`config.mk`:
```
export PLATFORM = sky130hd
export DESIGN_NAME = systolic_tile_feeder
export DESIGN_NICKNAME = d
export VERILOG_FILES = /design/src/rtl/systolic_pkg.sv /design/src/rtl/tile_skew_sel.sv /design/src/rtl/systolic_tile_feeder.sv
export SDC_FILE = /design/constraint.sdc
export NUM_CORES = 1
export LEC_CHECK = 0
export BUFFER_PORTS_ARGS = -buffer_cell sky130_fd_sc_hd__buf_2
export CAP_MARGIN = 20
export CORE_AREA = 2 2 101 200
export CTS_CLUSTER_SIZE = 28
export DETAILED_ROUTE_END_ITERATION = 6
export DIE_AREA = 0 0 103 202
export PLACE_DENSITY_LB_ADDON = 0.1
export SYNTH_ARGS = -nofsm -noshare
export SYNTH_HDL_FRONTEND = slang
export SYNTH_SLANG_ARGS = --single-unit
```
`constraint.sdc`:
```
create_clock -name clk -period 8.4 [get_ports clk]
set_input_delay 0.42 -clock clk [delete_from_list [all_inputs] [get_ports clk]]
set_output_delay 0.42 -clock clk [all_outputs]
set_load 0.02 [all_outputs]
```
`src/rtl/systolic_pkg.sv`:
```
// systolic_pkg: shared definitions for the 2x2 systolic tile feeder.
//   DIM        array dimension (tiles are DIM x DIM)
//   FEED_STEPS number of skewed feed steps per tile (2*DIM-1)
//   state_t    feeder FSM state encoding
//   elem_idx   flat element index of tile element [row][col]
package systolic_pkg;

    localparam int DIM        = 2;
    localparam int FEED_STEPS = 2*DIM - 1;

    typedef enum logic [2:0] {
        IDLE,
        CLEAR,
        FEED,
        DRAIN,
        DONE
    } state_t;

    function automatic int elem_idx(input int row, input int col);
        return row*DIM + col;
    endfunction

endpackage

```
`src/rtl/tile_skew_sel.sv`:
```
// tile_skew_sel: combinational selection of the diagonally skewed array edge
// operands for one feed step.
// Ports:
//   a_tile  in   buffered A tile, A[i][k] at (i*DIM+k)*DATA_W
//   b_tile  in   buffered B tile, B[k][j] at (k*DIM+j)*DATA_W
//   step    in   feed step t
//   a_edge  out  row-edge operands, row i = A[i][t-i] or 0
//   b_edge  out  column-edge operands, column j = B[t-j][j] or 0
module tile_skew_sel
    import systolic_pkg::*;
#(
    parameter int DATA_W = 16
) (
    input  logic [DIM*DIM*DATA_W-1:0] a_tile,
    input  logic [DIM*DIM*DATA_W-1:0] b_tile,
    input  logic [3:0]                step,
    output logic [DIM*DATA_W-1:0]     a_edge,
    output logic [DIM*DATA_W-1:0]     b_edge
);

    // Edge r carries the element whose inner index k satisfies t == r + k;
    // for rows that is A[r][k], for columns it is B[k][r].
    always_comb begin
        a_edge = '0;
        b_edge = '0;
        for (int r = 0; r < DIM; r++) begin
            for (int k = 0; k < DIM; k++) begin
                if (step == 4'(r + k)) begin
                    a_edge[r*DATA_W +: DATA_W] = a_tile[elem_idx(r, k)*DATA_W +: DATA_W];
                    b_edge[r*DATA_W +: DATA_W] = b_tile[elem_idx(k, r)*DATA_W +: DATA_W];
                end
            end
        end
    end

endmodule

```
`src/rtl/systolic_tile_feeder.sv`:
```
// systolic_tile_feeder: accepts a 2x2 A/B tile pair, clears the PE
// accumulators, streams the skewed operands into the array edges, waits a
// programmable drain and pulses tile_done.
// Ports:
//   clk, rst     clock (rising edge), asynchronous active-high reset
//   in_valid     tile pair offered
//   in_ready     feeder can accept a tile pair (combinational)
//   a_mat,b_mat  A / B tiles, element [r][c] at (2*r+c)*DATA_W
//   a_out,b_out  row / column edge operands (registered)
//   feed_valid   a_out/b_out carry a feed step
//   pe_clr       clear the PE accumulators
//   busy         tile in flight
//   tile_done    one-cycle pulse, results final in the array
// Optional feature: define SYSTOLIC_FEEDER_PREFETCH_EN to add a one-entry
// shadow buffer so the next tile can be accepted while the current one runs.
//
// state | meaning
// IDLE  | waiting for a tile pair
// CLEAR | pe_clr asserted for one cycle
// FEED  | FEED_STEPS skewed operand steps
// DRAIN | DRAIN_CYCLES zero-feed cycles while the array finishes
// DONE  | tile_done pulse; promote a prefetched tile if present
module systolic_tile_feeder
    import systolic_pkg::*;
#(
    parameter int DATA_W       = 16,
    parameter int DRAIN_CYCLES = 2
) (
    input  logic                clk,
    input  logic                rst,
    input  logic                in_valid,
    output logic                in_ready,
    input  logic [4*DATA_W-1:0] a_mat,
    input  logic [4*DATA_W-1:0] b_mat,
    output logic [2*DATA_W-1:0] a_out,
    output logic [2*DATA_W-1:0] b_out,
    output logic                feed_valid,
    output logic                pe_clr,
    output logic                busy,
    output logic                tile_done
);

    state_t              state;
    state_t              state_nxt;
    logic [3:0]          step_cnt;
    logic [3:0]          step_nxt;
    logic [3:0]          drain_cnt;
    logic [3:0]          drain_nxt;
    logic [4*DATA_W-1:0] a_buf;
    logic [4*DATA_W-1:0] b_buf;
    logic [2*DATA_W-1:0] a_skew;
    logic [2*DATA_W-1:0] b_skew;
    logic                accept;

`ifdef SYSTOLIC_FEEDER_PREFETCH_EN
    logic [4*DATA_W-1:0] a_shd;
    logic [4*DATA_W-1:0] b_shd;
    logic                shd_full;

    assign in_ready = !rst && (state == IDLE || !shd_full);
`else
    assign in_ready = !rst && (state == IDLE);
`endif

    assign accept = in_valid && in_ready;

    always_comb begin
        state_nxt = state;
        case (state)
            IDLE:  if (accept) state_nxt = CLEAR;
            CLEAR: state_nxt = FEED;
            FEED:  if (step_cnt == 4'(FEED_STEPS - 1)) state_nxt = DRAIN;
            DRAIN: if (drain_cnt == 4'(DRAIN_CYCLES - 1)) state_nxt = DONE;
`ifdef SYSTOLIC_FEEDER_PREFETCH_EN
            // Either a prefetched tile or one arriving right now restarts
            // the sequence without passing through IDLE.
            DONE:  state_nxt = (shd_full || accept) ? CLEAR : IDLE;
`else
            DONE:  state_nxt = IDLE;
`endif
            default: state_nxt = IDLE;
        endcase

        step_nxt  = (state == FEED  && state_nxt == FEED)  ? step_cnt  + 4'd1 : 4'd0;
        drain_nxt = (state == DRAIN && state_nxt == DRAIN) ? drain_cnt + 4'd1 : 4'd0;
    end

    // Selected with the step of the coming cycle so the edge registers
    // present step t exactly while the FSM sits in FEED step t.
    tile_skew_sel #(
        .DATA_W (DATA_W)
    ) u_skew (
        .a_tile (a_buf),
        .b_tile (b_buf),
        .step   (step_nxt),
        .a_edge (a_skew),
        .b_edge (b_skew)
    );

    always_ff @(posedge clk or posedge rst) begin
        if (rst) begin
            state      <= IDLE;
            step_cnt   <= '0;
            drain_cnt  <= '0;
            a_out      <= '0;
            b_out      <= '0;
            feed_valid <= 1'b0;
            pe_clr     <= 1'b0;
            busy       <= 1'b0;
            tile_done  <= 1'b0;
        end else begin
            state      <= state_nxt;
            step_cnt   <= step_nxt;
            drain_cnt  <= drain_nxt;
            a_out      <= (state_nxt == FEED) ? a_skew : '0;
            b_out      <= (state_nxt == FEED) ? b_skew : '0;
            feed_valid <= (state_nxt == FEED);
            pe_clr     <= (state_nxt == CLEAR);
            busy       <= (state_nxt != IDLE);
            tile_done  <= (state_nxt == DONE);
        end
    end

`ifdef SYSTOLIC_FEEDER_PREFETCH_EN
    always_ff @(posedge clk or posedge rst) begin
        if (rst) begin
            a_buf    <= '0;
            b_buf    <= '0;
            a_shd    <= '0;
            b_shd    <= '0;
            shd_full <= 1'b0;
        end else begin
            if (state == DONE && shd_full) begin
                a_buf    <= a_shd;
                b_buf    <= b_shd;
                shd_full <= 1'b0;
            end
            // Later assignments win: a tile arriving during promotion lands
            // in the shadow slot just freed.
            if (accept) begin
                if (state == IDLE || (state == DONE && !shd_full)) begin
                    a_buf <= a_mat;
                    b_buf <= b_mat;
                end else begin
                    a_shd    <= a_mat;
                    b_shd    <= b_mat;
                    shd_full <= 1'b1;
                end
            end
        end
    end
`else
    always_ff @(posedge clk or posedge rst) begin
        if (rst) begin
            a_buf <= '0;
            b_buf <= '0;
        end else if (accept) begin
            a_buf <= a_mat;
            b_buf <= b_mat;
        end
    end
`endif

endmodule

```
==> summary.txt <==
Critical path
  – FF-to-FF End: a_buf[30]
  – Crit Path Class: reg -> reg
  – CP endpoint: a_buf[30]
  – FF-to-FF setup slack: 5.30 ns
  – Data required, critical path: 8.76 ns
  – Critical path peak fanout: 69
  – Crit path DAT: 3.46 ns
  – Reg-to-Reg Start: state[2]
  – Worst setup EP type: flop
  – Crit path launch type: flop
  – CP Launch Point: state[2]
  – Reg2Reg Depth: 5

Timing
  – Fmax: 323 MHz
  – Setup TNS: 0 ns
  – Pins Over Slew Limit: 0
  – Relative slew slack: 26.3%
  – Final Hold Viols: 0
  – Setup violations, final: 0
  – Tmin final: 3.10 ns
  – Clock Skew: 0.0136 ns
  – Tcrit/Tclk final: 36.9%
  – Hold WS: 0.125 ns
  – Worst-Margin Slew: 1.10 ns
  – RSZ-0062 raised after global routing: no

Final layout
  – Nets@finish: 878
  – Commonest non-fill, non-tap cell in the layout: dfrtp_1
  – Most frequent cells in the layout: 207 x dfrtp_1, 199 x buf_2, 106 x mux2_2
  – Share of cells above drive strength 1: 53.4%
  – Area growth, synth to finish: 21.0%

Synthesis
  – Cells after Synth: 554
  – Distinct cells, synth: 35
  – Synthesized area per cell: 15.0 µm²
  – Post-synthesis xor/xnor area fraction: 0.421%
  – Synthesized-area fraction occupied by adder cells: 0.602%
  – Synthesized flop and latch total: 207
  – Synth Net Count: 689
  – Largest family of logic cells by synthesized area: multiplexers
  – Post-synthesis instance area: 8320 µm²
  – Compound-Gate Fraction of Synth Area: 8.00%
  – Post-synthesis mux area share: 17.3%
  – Synthesis Warnings: 0
  – Simple-gate share of the synthesized area: 7.66%
  – Post-synthesis sequential area ratio: 62.3%

Clock tree
  – Clk sinks: 207
  – Clk pin slew, worst setup/hold paths: 0.07 ns
  – Clk_lat worst skew: 0.48 ns
  – Longest Clk Path Bufs: 3
  – Setup bufs post-CTS: 0
  – CTS buffer count: 19
  – H-tree depth: 1
  – CTS tree: done
  – Resized Gates After CTS: 0
  – # hold bufs at CTS: 0
  – CTS root buf: clkbuf_16

Drt
  – Wl on met1: 7280 µm
  – Met2 WL: 10200 µm
  – Drt total wl: 18700 µm
  – Number of vias per cell: 5.08
  – Via Count: 5158
  – Post-route DRC: 0
  – Top layer reached by signal wires: met5
  – Violation count after the first detailed-routing iteration: 177
  – ANT nets after route: 0
  – Routed len/inst: 18.4 µm
  – Drt first pass iters: 4
  – Total length of routed met3 wires: 829 µm

Placed design
  – Dpl hpwl: 12200 µm
  – IO Port Bufs: 199
  – Final estimated routing congestion in global placement: 0.757

Floorplanning
  – Area of the core: 19300 µm²
  – # rows: 72
  – Die width: 103 µm
  – Die span in y: 202 µm
  – I/O pin count: 200
  – Starting density of the core: 43.1%
  – Die area: 20800 µm²

Outcome
  – Status: completed

Pwr
  – Pwr/cell area: 381 nW/µm²
  – Leakage: 4.80 nW
  – Worst vdd rail ir drop: 0.000319 V

Global routing
  – GRT Util Overall: 18.5%
  – Initial antenna violation count: 3
  – First-pass GRT wire length: 30200 µm
  – Vias in the first global route: 5743
  – Largest net degree at the start of global routing: 136
  – Total gr overflow: 0

Worst hold path
  – Min-delay worst type: in -> async

Job
  – Max Cap Viol: 0
## how the worst min path moves through the flow
stage	end	slack (ns)	cells after the start
2_1_floorplan	a_buf[19]	0.46	1
3_3_place_gp	a_buf[58]	0.47	1
3_5_place_dp	a_buf[34]	0.48	1
4_1_cts	a_buf[33]	0.14	2
5_1_grt	a_buf[51]	0.14	2
6_report	a_buf[17]	0.13	2
## report_power, final
part | internal (W) | total, W | switching (W)
Clock | 0.000524 | 0.000880 | 0.000356
Sequential | 0.00141 | 0.00163 | 0.000219
Combinational | 0.000590 | 0.00132 | 0.000735
Total | 0.00252 | 0.00383 | 0.00131
## registers in the layout, summed over array words and instances, names as in the netlist
signal and cells:
state 3, b_out 32, a_out 32, step_cnt 4
tile_done 1, busy 1, a_buf 64, pe_clr 1
b_buf 64, drain_cnt 4, feed_valid 1
## cell usage after synthesis
cell type	count	share of area (%)
or3b_4	1	0.14
nand2b_1	2	0.15
mux2_1	22	3.0
nor3_2	28	3.4
buf_4	17	1.5
buf_8	2	0.36
nor4_4	1	0.26
nor3b_4	1	0.23
mux2_2	106	14
nor2_1	47	2.1
a21oi_1	1	0.060
inv_2	1	0.045
o21bai_1	1	0.090
nor3b_1	2	0.18
a22oi_2	28	4.2
inv_1	4	0.18
nor3_1	5	0.30
nand2_1	5	0.23
a211o_1	1	0.11
o21ai_0	1	0.060
ha_1	4	0.60
xor2_1	2	0.21
buf_2	13	0.78
dfrtp_1	207	62
buf_12	1	0.24
nor2b_1	1	0.075
nand3_1	3	0.18
nor4_1	1	0.075
o221a_2	1	0.14
a21boi_0	1	0.090
or2_2	1	0.075
a22oi_1	36	3.3
xnor2_1	2	0.21
buf_6	4	0.54
nor4b_4	1	0.29
## routing by layer
metal,GRT usage [%],vias to the layer above
met2,33.1,124
met5,0,-
met3,3.08,32
li1,-,2347
met4,5.50,2
met1,22.5,2653
## logic make-up after synthesis
kind of cell               after synthesis
muxes                                  128
and+or+nand+nor                         99
adders and majority gates                4
xor gates and xnor gates                 4
AOI/OAI and AO/OA                       70
DFF                                    207
buffers and inverters                   42
## worst max-delay path, stage by stage (launching register included)
cell and delay (ns):
dfrtp_1 0.44, nor4_1 0.43, nand2_1 0.21, inv_4 0.60, buf_4 0.81, mux2_2 0.42
## metrics by stage
stage / cells / worst slack (ns) / total power, W / utilization [%] / cell area (µm²)
after floorplan: 554 / 2.33 / 0.00269 / - / 8320
after global placement: 981 / 5.35 / 0.00293 / 48.9 / 9420
after detailed placement: 981 / 5.16 / 0.00300 / 48.9 / 9420
after CTS: 1014 / 5.29 / 0.00390 / 52.2 / 10100
after global routing: 1016 / 5.07 / 0.00408 / 52.2 / 10100
final: 1016 / 5.30 / 0.00383 / 52.2 / 10100
## final cells by class
cell class,instances,area [µm²]
Clock inverter,2,60.1
Timing Repair Buffer,205,1040
Sequential cell,207,5180
Clock buffer,31,571
Antenna cell,2,5.00
Multi-Input combinational cell,305,2850
Tap cell,259,324
Inverter,5,28.8
Fill cell,1746,9220
No activity file was read; power rests on OpenSTA's default activity.
